--- config.mk ---
export PLATFORM = sky130hd
export DESIGN_NAME = reception_module
export DESIGN_NICKNAME = d
export VERILOG_FILES = /design/src/rtl/reception_module.sv
export SDC_FILE = /design/constraint.sdc
export NUM_CORES = 1
export LEC_CHECK = 0
export BUFFER_PORTS_ARGS = -buffer_cell sky130_fd_sc_hd__buf_4
export CAP_MARGIN = 15
export CORE_MARGIN = 2
export CORE_UTILIZATION = 49
export DETAILED_ROUTE_END_ITERATION = 6
export HOLD_SLACK_MARGIN = 0.08
export PLACE_DENSITY_LB_ADDON = 0.3
export SLEW_MARGIN = 20
export SYNTH_ARGS = -nofsm -noshare
export SYNTH_HDL_FRONTEND = slang
export SYNTH_SLANG_ARGS = --single-unit
export TNS_END_PERCENT = 50
--- constraint.sdc ---
create_clock -name clk_i -period 1.4 [get_ports clk_i]
set_input_delay 0.07 -clock clk_i [delete_from_list [all_inputs] [get_ports clk_i]]
set_output_delay 0.07 -clock clk_i [all_outputs]
set_load 0.005 [all_outputs]
--- src/rtl/reception_module.sv ---
// reception_module: serial word receiver. Bits arrive MSB first on sda_i and are
// sampled on each rising edge of the asynchronous scl_i while en_i frames the
// transfer. Each completed word is held on data_o until the consumer acks it.
//
// Build option: define RECEPTION_MODULE_SYNC2_EN to use a two-flop synchronizer
// per input (S = 2). The default build uses one register stage (S = 1). The only
// visible difference is that valid_o rises one cycle later.
//
// Ports
//   clk_i      system clock, rising edge
//   reset_i    synchronous active-high reset
//   en_i       line enable, high while a frame is in progress (async)
//   sda_i      serial data, MSB first (async)
//   scl_i      serial clock from the transmitter (async)
//   ack_i      consumer acknowledge of the held word
//   data_o     last completed word
//   valid_o    data_o holds an unacknowledged word
//   busy_o     a frame is being received
//   overrun_o  one-cycle pulse: a completed word was dropped
//   err_o      one-cycle pulse: frame aborted mid-word
module reception_module #(
  parameter int unsigned DATA_WIDTH = 8
) (
  input  logic                  clk_i,
  input  logic                  reset_i,
  input  logic                  en_i,
  input  logic                  sda_i,
  input  logic                  scl_i,
  input  logic                  ack_i,
  output logic [DATA_WIDTH-1:0] data_o,
  output logic                  valid_o,
  output logic                  busy_o,
  output logic                  overrun_o,
  output logic                  err_o
);

  localparam int unsigned CntW = $clog2(DATA_WIDTH) + 1;

`ifdef RECEPTION_MODULE_SYNC2_EN
  localparam int unsigned SyncDepth = 2;
`else
  localparam int unsigned SyncDepth = 1;
`endif

  typedef enum logic [1:0] {StIdle, StRecv, StDone} state_e;

  state_e                state_q, state_d;
  logic [SyncDepth-1:0]  en_sync_q, sda_sync_q, scl_sync_q;
  logic                  scl_dly_q;
  logic [CntW-1:0]       cnt_q, cnt_d;
  logic [DATA_WIDTH-1:0] shift_q, shift_d;
  logic [DATA_WIDTH-1:0] data_q, data_d;
  logic                  valid_q, valid_d;
  logic                  overrun_q, overrun_d;
  logic                  err_q, err_d;

  logic en_s, sda_s, scl_s, scl_rise;

  assign en_s     = en_sync_q[SyncDepth-1];
  assign sda_s    = sda_sync_q[SyncDepth-1];
  assign scl_s    = scl_sync_q[SyncDepth-1];
  // One detection per scl edge, however long scl stays high.
  assign scl_rise = scl_s & ~scl_dly_q;

  always_ff @(posedge clk_i) begin
    if (reset_i) begin
      en_sync_q  <= '0;
      sda_sync_q <= '0;
      scl_sync_q <= '0;
      scl_dly_q  <= 1'b0;
      state_q    <= StIdle;
      cnt_q      <= '0;
      shift_q    <= '0;
      data_q     <= '0;
      valid_q    <= 1'b0;
      overrun_q  <= 1'b0;
      err_q      <= 1'b0;
    end else begin
      // Truncating cast keeps the low SyncDepth bits: shift in at bit 0.
      en_sync_q  <= SyncDepth'({en_sync_q, en_i});
      sda_sync_q <= SyncDepth'({sda_sync_q, sda_i});
      scl_sync_q <= SyncDepth'({scl_sync_q, scl_i});
      scl_dly_q  <= scl_s;
      state_q    <= state_d;
      cnt_q      <= cnt_d;
      shift_q    <= shift_d;
      data_q     <= data_d;
      valid_q    <= valid_d;
      overrun_q  <= overrun_d;
      err_q      <= err_d;
    end
  end

  always_comb begin
    state_d   = state_q;
    cnt_d     = cnt_q;
    shift_d   = shift_q;
    data_d    = data_q;
    valid_d   = valid_q;
    overrun_d = 1'b0;
    err_d     = 1'b0;

    if (ack_i && valid_q) begin
      valid_d = 1'b0;
    end

    unique case (state_q)
      StIdle: begin
        if (en_s) begin
          state_d = StRecv;
          cnt_d   = '0;
          shift_d = '0;
        end
      end
      StRecv: begin
        if (cnt_q == CntW'(DATA_WIDTH)) begin
          // Word complete: it is delivered even if en drops now.
          state_d = StDone;
          cnt_d   = '0;
        end else if (!en_s) begin
          // en falling beats a coincident scl edge; partial bits are dropped.
          state_d = StIdle;
          err_d   = (cnt_q != '0);
          cnt_d   = '0;
          shift_d = '0;
        end else if (scl_rise) begin
          shift_d = DATA_WIDTH'({shift_q, sda_s});
          cnt_d   = cnt_q + 1'b1;
        end
      end
      StDone: begin
        // An ack in this very cycle frees the slot, so the new word is loaded.
        if (!valid_q || ack_i) begin
          data_d  = shift_q;
          valid_d = 1'b1;
        end else begin
          overrun_d = 1'b1;
        end
        if (en_s) begin
          state_d = StRecv;
          shift_d = '0;
        end else begin
          state_d = StIdle;
        end
      end
      default: state_d = StIdle;
    endcase
  end

  assign data_o    = data_q;
  assign valid_o   = valid_q;
  assign busy_o    = (state_q == StRecv);
  assign overrun_o = overrun_q;
  assign err_o     = err_q;

endmodule

Word level (Yosys, flattened, before mapping)
Index checks and enable logic that the tools add are counted.

Bits in registers: 29. Input port bits: 6. Output and inout port bits: 12. Logic and storage cells: 58.

Add/subtract/negate cells: 1. Equal/unequal tests: 9. Multiplexer cells: 19. Bitwise gates (word level): 4. Reductions and logical operators: 14.

Operators with widths (count): $mux W8 (4); $mux W4 (4); $pmux W8 S2 (1); $pmux W4 S2 (1); $mux W2 (3); $ne A3 B2 Y1 const B (2); $pmux W2 S3 (1); $mux W1 (5); $add A4 B1 Y4 const B (1); $eq A4 B4 Y1 const B (1); $ne A2 B2 Y1 const B (2); $ne A4 B2 Y1 const B (1); $reduce_and A2 Y1 (2); $reduce_and A4 Y1 (1); $reduce_bool A2 Y1 (2); $reduce_bool A4 Y1 (1); $reduce_or A2 Y1 (2); $reduce_or A4 Y1 (1); $not A1 Y1 (3); $reduce_and A3 Y1 (1); $eq A2 B1 Y1 const B (1); $eq A2 B2 Y1 const B (1); $logic_not A2 Y1 (1); $ne A2 B1 Y1 const B (1); other kinds (4) (4).

Logic depth before layout (Yosys ltp)
Gate-level depths: netlist of the first run.

Depth after elaboration: 6. Gate-level depth with buffers: 6. Mapped depth without buffers: 6.

Least setup slack after synthesis of the first run
Ideal clock, no wire load.

Kind: register to register. Start point: register cnt_q[0]. End point: register shift_q[0]. Setup time: 0.132 ns. Data arrival time: 1.271 ns. Required time: 1.268 ns. Setup slack: -0.003 ns. Stages on the path, launching flop included: 7. Buffers on the path: 0. Clock period less this slack: 1.403 ns. Cell sequence: dfxtp_1 -> inv_1 -> ha_1 -> and3b_1 -> o21ai_2 -> o211ai_4 -> mux2i_1.

Cells in the longest elaborated chain, start to end: 3.

Ends and longest elaborated chain: start: declaration (line 50) `logic [CntW-1:0] cnt_q, cnt_d;`; start signal: assignment (line 85) `cnt_q <= cnt_d;`; $eq A4 B4 Y1 (line 116) `if (cnt_q == CntW'(DATA_WIDTH)) begin`; $ne A2 B2 Y1 (no source line); $reduce_and A4 Y1 (no source line); end signal: assignment (line 86) `shift_q <= shift_d;`; end: declaration (line 51) `logic [DATA_WIDTH-1:0] shift_q, shift_d;`.

Every way passes these cells. A chain may end at the register's enable or synchronous reset.

Worst setup path after layout of the first run
Start point: register cnt_q[1]. End point: register shift_q[0].

Same word-level chain as after synthesis.

==> results of run 1 <==
==> cell usage in the layout (no fill, tap or decap), drive strengths merged, types with 2 or more instances in the layout <==
cell / instances
a21oi: 2
a31oi: 3
buf: 25
clkbuf: 8
dfxtp: 29
dlygate4sd3: 4
ha: 2
inv: 6
mux2i: 16
nand2: 11
nand2b: 13
nand4: 2
nor2: 12
nor2b: 7
nor3: 3
==> timing repair <==
item | in CTS | in global routing
hold buffers | 4 | 0
gates resized for setup | 7 | 2
endpoints found under the setup margin | 11 | 12
pin swaps | 3 | 3
hold endpoints to repair | 5 | 0
==> stage by stage <==
| stage | instance area [um2] | setup TNS, ns | power, mW | setup slack (ns) | hold slack (ns) |
|---|---|---|---|---|---|
| 2_1_floorplan | 1180 | 0 | 0.928 | 0.0108 | 0.198 |
| 3_3_place_gp | 1380 | 0 | 0.957 | 0.0377 | 0.282 |
| 3_5_place_dp | 1380 | -0.0292 | 0.960 | -0.00910 | 0.284 |
| 4_1_cts | 1490 | 0 | 1.43 | 0.000697 | 0.0844 |
| 5_1_grt | 1500 | -0.191 | 1.48 | -0.0308 | 0.133 |
| 6_report | 1500 | 0 | 1.41 | 0.0311 | 0.123 |
==> registers in the layout, summed over array words and instances (netlist names) <==
| register | cells |
|---|---|
| cnt_q | 4 |
| data_o | 8 |
| en_s | 1 |
| err_o | 1 |
| overrun_o | 1 |
| scl_dly_q | 1 |
| scl_s | 1 |
| sda_s | 1 |
| shift_q | 8 |
| state_q | 2 |
| valid_o | 1 |
==> metal layers <==
layer / vias to the layer above / track usage / routed length (um)
met5: - / 0 / 0
met1: 405 / 0.202 / 958
met2: 20 / 0.296 / 992
met3: 7 / 0.0593 / 85
li1: 469 / - / -
met4: 0 / 0.115 / 52
==> worst paths after layout <==
kind	endpoint	startpoint	cells past startpoint	slack, ns
setup / recovery	shift_q[0]$_SDFFE_PP0P_	cnt_q[1]$_SDFFE_PP0P_	6	0.03
hold / removal	state_q[0]$_SDFFE_PP0P_	reset_i	3	0.12
hold reg to reg	shift_q[0]$_SDFFE_PP0P_	sda_s$_SDFF_PP0_	2	0.45
setup reg to reg	shift_q[0]$_SDFFE_PP0P_	cnt_q[1]$_SDFFE_PP0P_	6	0.03
==> layout make-up <==
class	instances	area (um2)
clock buffer	8	48.8
fill	193	756
multi-input combinational	81	582
tap	28	35.0
inverter	6	22.5
sequential	29	583
timing repair buffer	29	228
==> power groups by stage <==
stage	logic, mW	clock network (mW)	registers [mW]
final	0.110	0.458	0.844
after CTS	0.108	0.479	0.845
after global routing	0.120	0.515	0.846
after global placement	0.0938	0	0.863
after detailed placement	0.0963	0	0.864
after floorplan	0.0674	0	0.861
==> worst max-delay path: cells and delay by family, from the launching register on <==
| family | cells | cell delay [ns] |
|---|---|---|
| AOI/OAI and AO/OA | 2 | 0.33 |
| muxes | 1 | 0.16 |
| and+or+nand+nor | 1 | 0.23 |
| buffers and inverters | 1 | 0.05 |
| DFF | 1 | 0.34 |
| adders and majority gates | 1 | 0.15 |
==> logic make-up (layout without fill, tap and decap cells) <==
group	Yosys count	count (layout)	synth area share
AOI/OAI and AO/OA	11	11	0.0805
adders and majority gates	2	2	0.0212
buffers and inverters	10	43	0.0392
DFF	29	29	0.492
muxes	16	16	0.136
and+or+nand+nor	52	52	0.232
==> metrics.txt, run 1 <==
row count=17; IO Pins=18; Least-Margin Pin Slew=0.408 ns; vias in the first global route=880; WS Path Type=reg -> reg; post-synthesis register bit count=29; H-tree levels=2; CTS Root Cell=clkbuf_4; GRT Resource Usage Total=0.182; Die ar.=2820 um2; global-route wire length before repair=3570 um; TritonCTS clock tree=yes; final core occ=0.665; status=completed; Sw Share=0.227; clock skew=0.00834 ns; RSZ-0062 raised after global routing=true; top cells by area, synth=dfxtp_1 (49%), mux2i_1 (14%), nand2b_1 (6.4%); CTS Sinks=29; Startpoint Class=flop; LEAKAGE=0.602 nW; Residual DRC=0; share of synthesized flip-flops with an asynchronous set or reset=0; Synth top area share=0.492; worst vdd ir=586 uV; max_cap viols=0; initial antenna violation count=0; Final period util=0.978; relative slew slack=0.721; Inst Count DP=169; minimum clock period=1.37 ns; Comb pwr share=0.078; setup violators final=0; Syn-to-layout area delta=26.9%; Antenna Nets Post-Route=0; Final HPWL DP=1440 um; vias=901; Routability Congestion=0.815; final std cells w/o fill=181; Internal Power=1.09 mW; synth cell count leaders=dfxtp_1 (29), mux2i_1 (16), nand2b_1 (12), nor2_1 (12), nand2_1 (11); Synth area leader=dfxtp_1; TritonRoute pass-1 iters=4; syn_nets=128; post-synthesis sequential area ratio=0.492; CP max stage cell=dfxtp_2; Ant. Diodes=0; post-synth cell types=27; CTS buffer count=5; pin count of the biggest net entering global routing=27; count leader, synth=dfxtp_1; Starting Density=0.524; Max Clock Freq=731 MHz; PortBufs=17; Primary FF master, synth=dfxtp_1; sequential share of power=0.598; crit path max fanout=8; CP arrival=1.56 ns; core area=2250 um2; power density over the cells=943 nW/um2; vias per std cell=4.98; EDFF count, synth=0; setup bufs post-CTS=0; nets@finish=160; Min-Delay Path Class=in -> reg; Req. time, crit path=1.59 ns; DRT iter0 DRCs=8; Clock Path Buffers=2; Cell Chain, Critical Path=inv_2 -> ha_4 -> and3b_2 -> o21ai_4 -> o211ai_4 -> mux2i_1; crit-path max cell delay=0.34 ns; Die Y=53.1 um; P_sw=321 uW; Worst Setup End Kind=flop; Clk pin slew, worst setup/hold paths=0.08 ns; GRT Residual Overflow=0; average size of a mapped cell=9.84 um2; Mapped Area=1180 um2; Clock power frac=0.324; wire per inst=11.5 um; Clock Latency Late Sink=0.32 ns; Final Hold Fails=0; Post-Synthesis Cells=120; layout cells sized above 1=0.268; Chip Width=53.1 um; YS warnings=0; detailed-route wire length=2090 um; Slew Limit Fails=0
Note: power is estimated with default switching activity, not from simulation.
==> run 2: changes to the inputs <==
--- a/config.mk
+++ b/config.mk
@@ -8,10 +8,11 @@
 export BUFFER_PORTS_ARGS = -buffer_cell sky130_fd_sc_hd__buf_4
 export CAP_MARGIN = 15
 export CORE_MARGIN = 2
-export CORE_UTILIZATION = 49
+export CORE_UTILIZATION = 58
 export DETAILED_ROUTE_END_ITERATION = 6
 export HOLD_SLACK_MARGIN = 0.08
 export PLACE_DENSITY_LB_ADDON = 0.3
+export SETUP_SLACK_MARGIN = 0.02
 export SLEW_MARGIN = 20
 export SYNTH_ARGS = -nofsm -noshare
 export SYNTH_HDL_FRONTEND = slang
==> constraint.sdc (replaced) <==
create_clock -name clk_i -period 1.6 [get_ports clk_i]
set_input_delay 0.08 -clock clk_i [delete_from_list [all_inputs] [get_ports clk_i]]
set_output_delay 0.08 -clock clk_i [all_outputs]
set_load 0.005 [all_outputs]
==> run 2 against run 1 <==
Net effect: worst setup slack improved by 0.063 ns; highest routed layer unchanged; sequential power fell by 12%; total power shrank 13%; sequential cell count is the same; critical path type unchanged; global-route usage increased by 1.5 points.
==> metrics.txt, run 2 (synthesis gave the netlist of run 1 again) <==
status=completed; Req. time, crit path=1.79 ns (+0.20 ns); PortBufs=17 (unchanged); DRT iter0 DRCs=11 (+3); Post-DP Area=1330 um2 (-3.4%); core area=1940 um2 (-14%); most common cell after layout, fill and taps aside=dfxtp_1; clock skew=0.00808 ns (-0.000263 ns); most frequent cells in the layout=dfxtp_1 (26), buf_4 (21), mux2i_1 (16); Final HPWL DP=1480 um (+2.9%); CP arrival=1.70 ns (+0.14 ns); WS Path Type=reg -> reg; Chip Width=49.1 um (-7.5%); IO Pins=18 (unchanged); Hold Startpoint=reset_i; Final Hold Fails=0 (unchanged); Hold EP=data_o[7]$_SDFFE_PP0P_; Die ar.=2410 um2 (-14%); Worst Setup End Kind=flop; R2R Setup Slk=0.09 ns (+0.06 ns); CTS buffer count=5 (unchanged); Residual DRC=0 (unchanged); Syn-to-layout area delta=23.3%; relative slew slack=0.738 (+0.0167); power density over the cells=844 nW/um2 (-10%); vias per std cell=5.08 (+2.0%); setup violators final=0 (unchanged); Max Clock Freq=664 MHz (-9.1%); GRT Resource Usage Total=0.197 (+0.0155); Least-Margin Pin Slew=0.383 ns (-0.0245 ns); Slew Limit Fails=0 (unchanged); Starting Density=0.608 (+0.0844); TritonCTS clock tree=yes; vias=894 (-0.78%); pin count of the biggest net entering global routing=28 (+3.7%); detailed-route wire length=2130 um (+2.0%); reg-to-reg endpoint=shift_q[4]$_SDFFE_PP0P_; Worst Reg2Reg Path Length in Cells=6 (unchanged); initial antenna violation count=0 (unchanged); GRT Residual Overflow=0 (unchanged); TritonRoute pass-1 iters=4 (unchanged); crit path max fanout=8 (unchanged); wire per inst=12.1 um (+4.9%); global-route wire length before repair=3560 um (-0.39%); nets@finish=156 (-2.5%); Hold WS=0.0995 ns (-0.0238 ns); CTS Root Cell=clkbuf_4; Clock Latency Late Sink=0.32 ns (about the same); Die Y=49.1 um (-7.5%); Sum Neg Setup Slack=0 ns (unchanged); max_cap viols=0 (unchanged); Ant. Diodes=0 (unchanged); layout cells sized above 1=0.235 (-0.0331); final core occ=0.750 (+0.0852); fillers=133 (-31%); Final period util=0.941 (-0.0369); LEAKAGE=0.579 nW (-3.7%); minimum clock period=1.51 ns (+0.137 ns); Startpoint Class=flop; row count=16 (-1); worst hold path cell count=2 (-1); CTS Sinks=29 (unchanged); Final Cell Area=1460 um2 (-2.8%); worst vdd ir=649 uV (+11%); Min-Delay Path Class=in -> reg; Routability Congestion=0.779 (-4.4%); H-tree levels=2 (unchanged); Clock Path Buffers=2 (unchanged); vias in the first global route=867 (-1.5%); Antenna Nets Post-Route=0 (unchanged); Reg2Reg Launch Point=cnt_q[0]$_SDFFE_PP0P_; RSZ-0062 raised after global routing=false; Clk pin slew, worst setup/hold paths=0.08 ns (about the same)
[run 2: worst max-delay path: stages, from the launching register on]
cell and delay (ns):
dfxtp_2 0.35, inv_1 0.05, ha_1 0.21, and3b_2 0.25, o21ai_4 0.19, o211ai_4 0.17, mux2i_1 0.16
[run 2: how the worst max path moves through the flow]
stage	start	end	cells after the start
2_1_floorplan	cnt_q[0]$_SDFFE_PP0P_	shift_q[0]$_SDFFE_PP0P_	6
3_3_place_gp	cnt_q[0]$_SDFFE_PP0P_	shift_q[5]$_SDFFE_PP0P_	6
3_5_place_dp	cnt_q[0]$_SDFFE_PP0P_	cnt_q[2]$_SDFFE_PP0P_	6
4_1_cts	cnt_q[0]$_SDFFE_PP0P_	shift_q[4]$_SDFFE_PP0P_	6
5_1_grt	cnt_q[0]$_SDFFE_PP0P_	shift_q[4]$_SDFFE_PP0P_	6
6_report	cnt_q[0]$_SDFFE_PP0P_	shift_q[4]$_SDFFE_PP0P_	6
[run 2: final cells by class]
| cell class | count | area, um2 | share of cell area |
|---|---|---|---|
| clock buffers | 8 | 48.8 | 0.0335 |
| inverters | 6 | 22.5 | 0.0155 |
| multi-input cells | 81 | 569 | 0.391 |
| flip-flops and latches | 29 | 584 | 0.401 |
| well taps | 27 | 33.8 | 0.0232 |
| repair buffers | 25 | 198 | 0.136 |
[run 2: stage by stage]
step	total power, mW	instances	worst slack [ns]
after global routing	1.29	176	0.0255
final	1.23	176	0.0945
after floorplan	0.812	120	0.197
after CTS	1.24	174	0.00822
after detailed placement	0.833	162	0.0171
after global placement	0.831	162	0.142
[run 2: repair_timing]
| item | 4_1_cts | 5_1_grt |
|---|---|---|
| resized for setup | 1 | 5 |
| hold buffers | 4 | 0 |
| buffers inserted | 0 | 2 |
| pin swaps | 0 | 3 |
| hold endpoints to repair | 5 | 0 |
| setup endpoints to repair | 1 | 9 |
[run 2: per-layer routing]
metal | global-route usage | up-vias | part of all wire
met5 | 0 | - | 0
met4 | 0.114 | 0 | 0.016
met3 | 0.0460 | 5 | 0.050
met2 | 0.327 | 25 | 0.50
met1 | 0.232 | 407 | 0.44
li1 | - | 457 | -
[run 2: report_power, final]
part / switching (mW) / internal [mW]
Sequential: 0.0107 / 0.731
Combinational: 0.0424 / 0.0461
Clock: 0.225 / 0.175
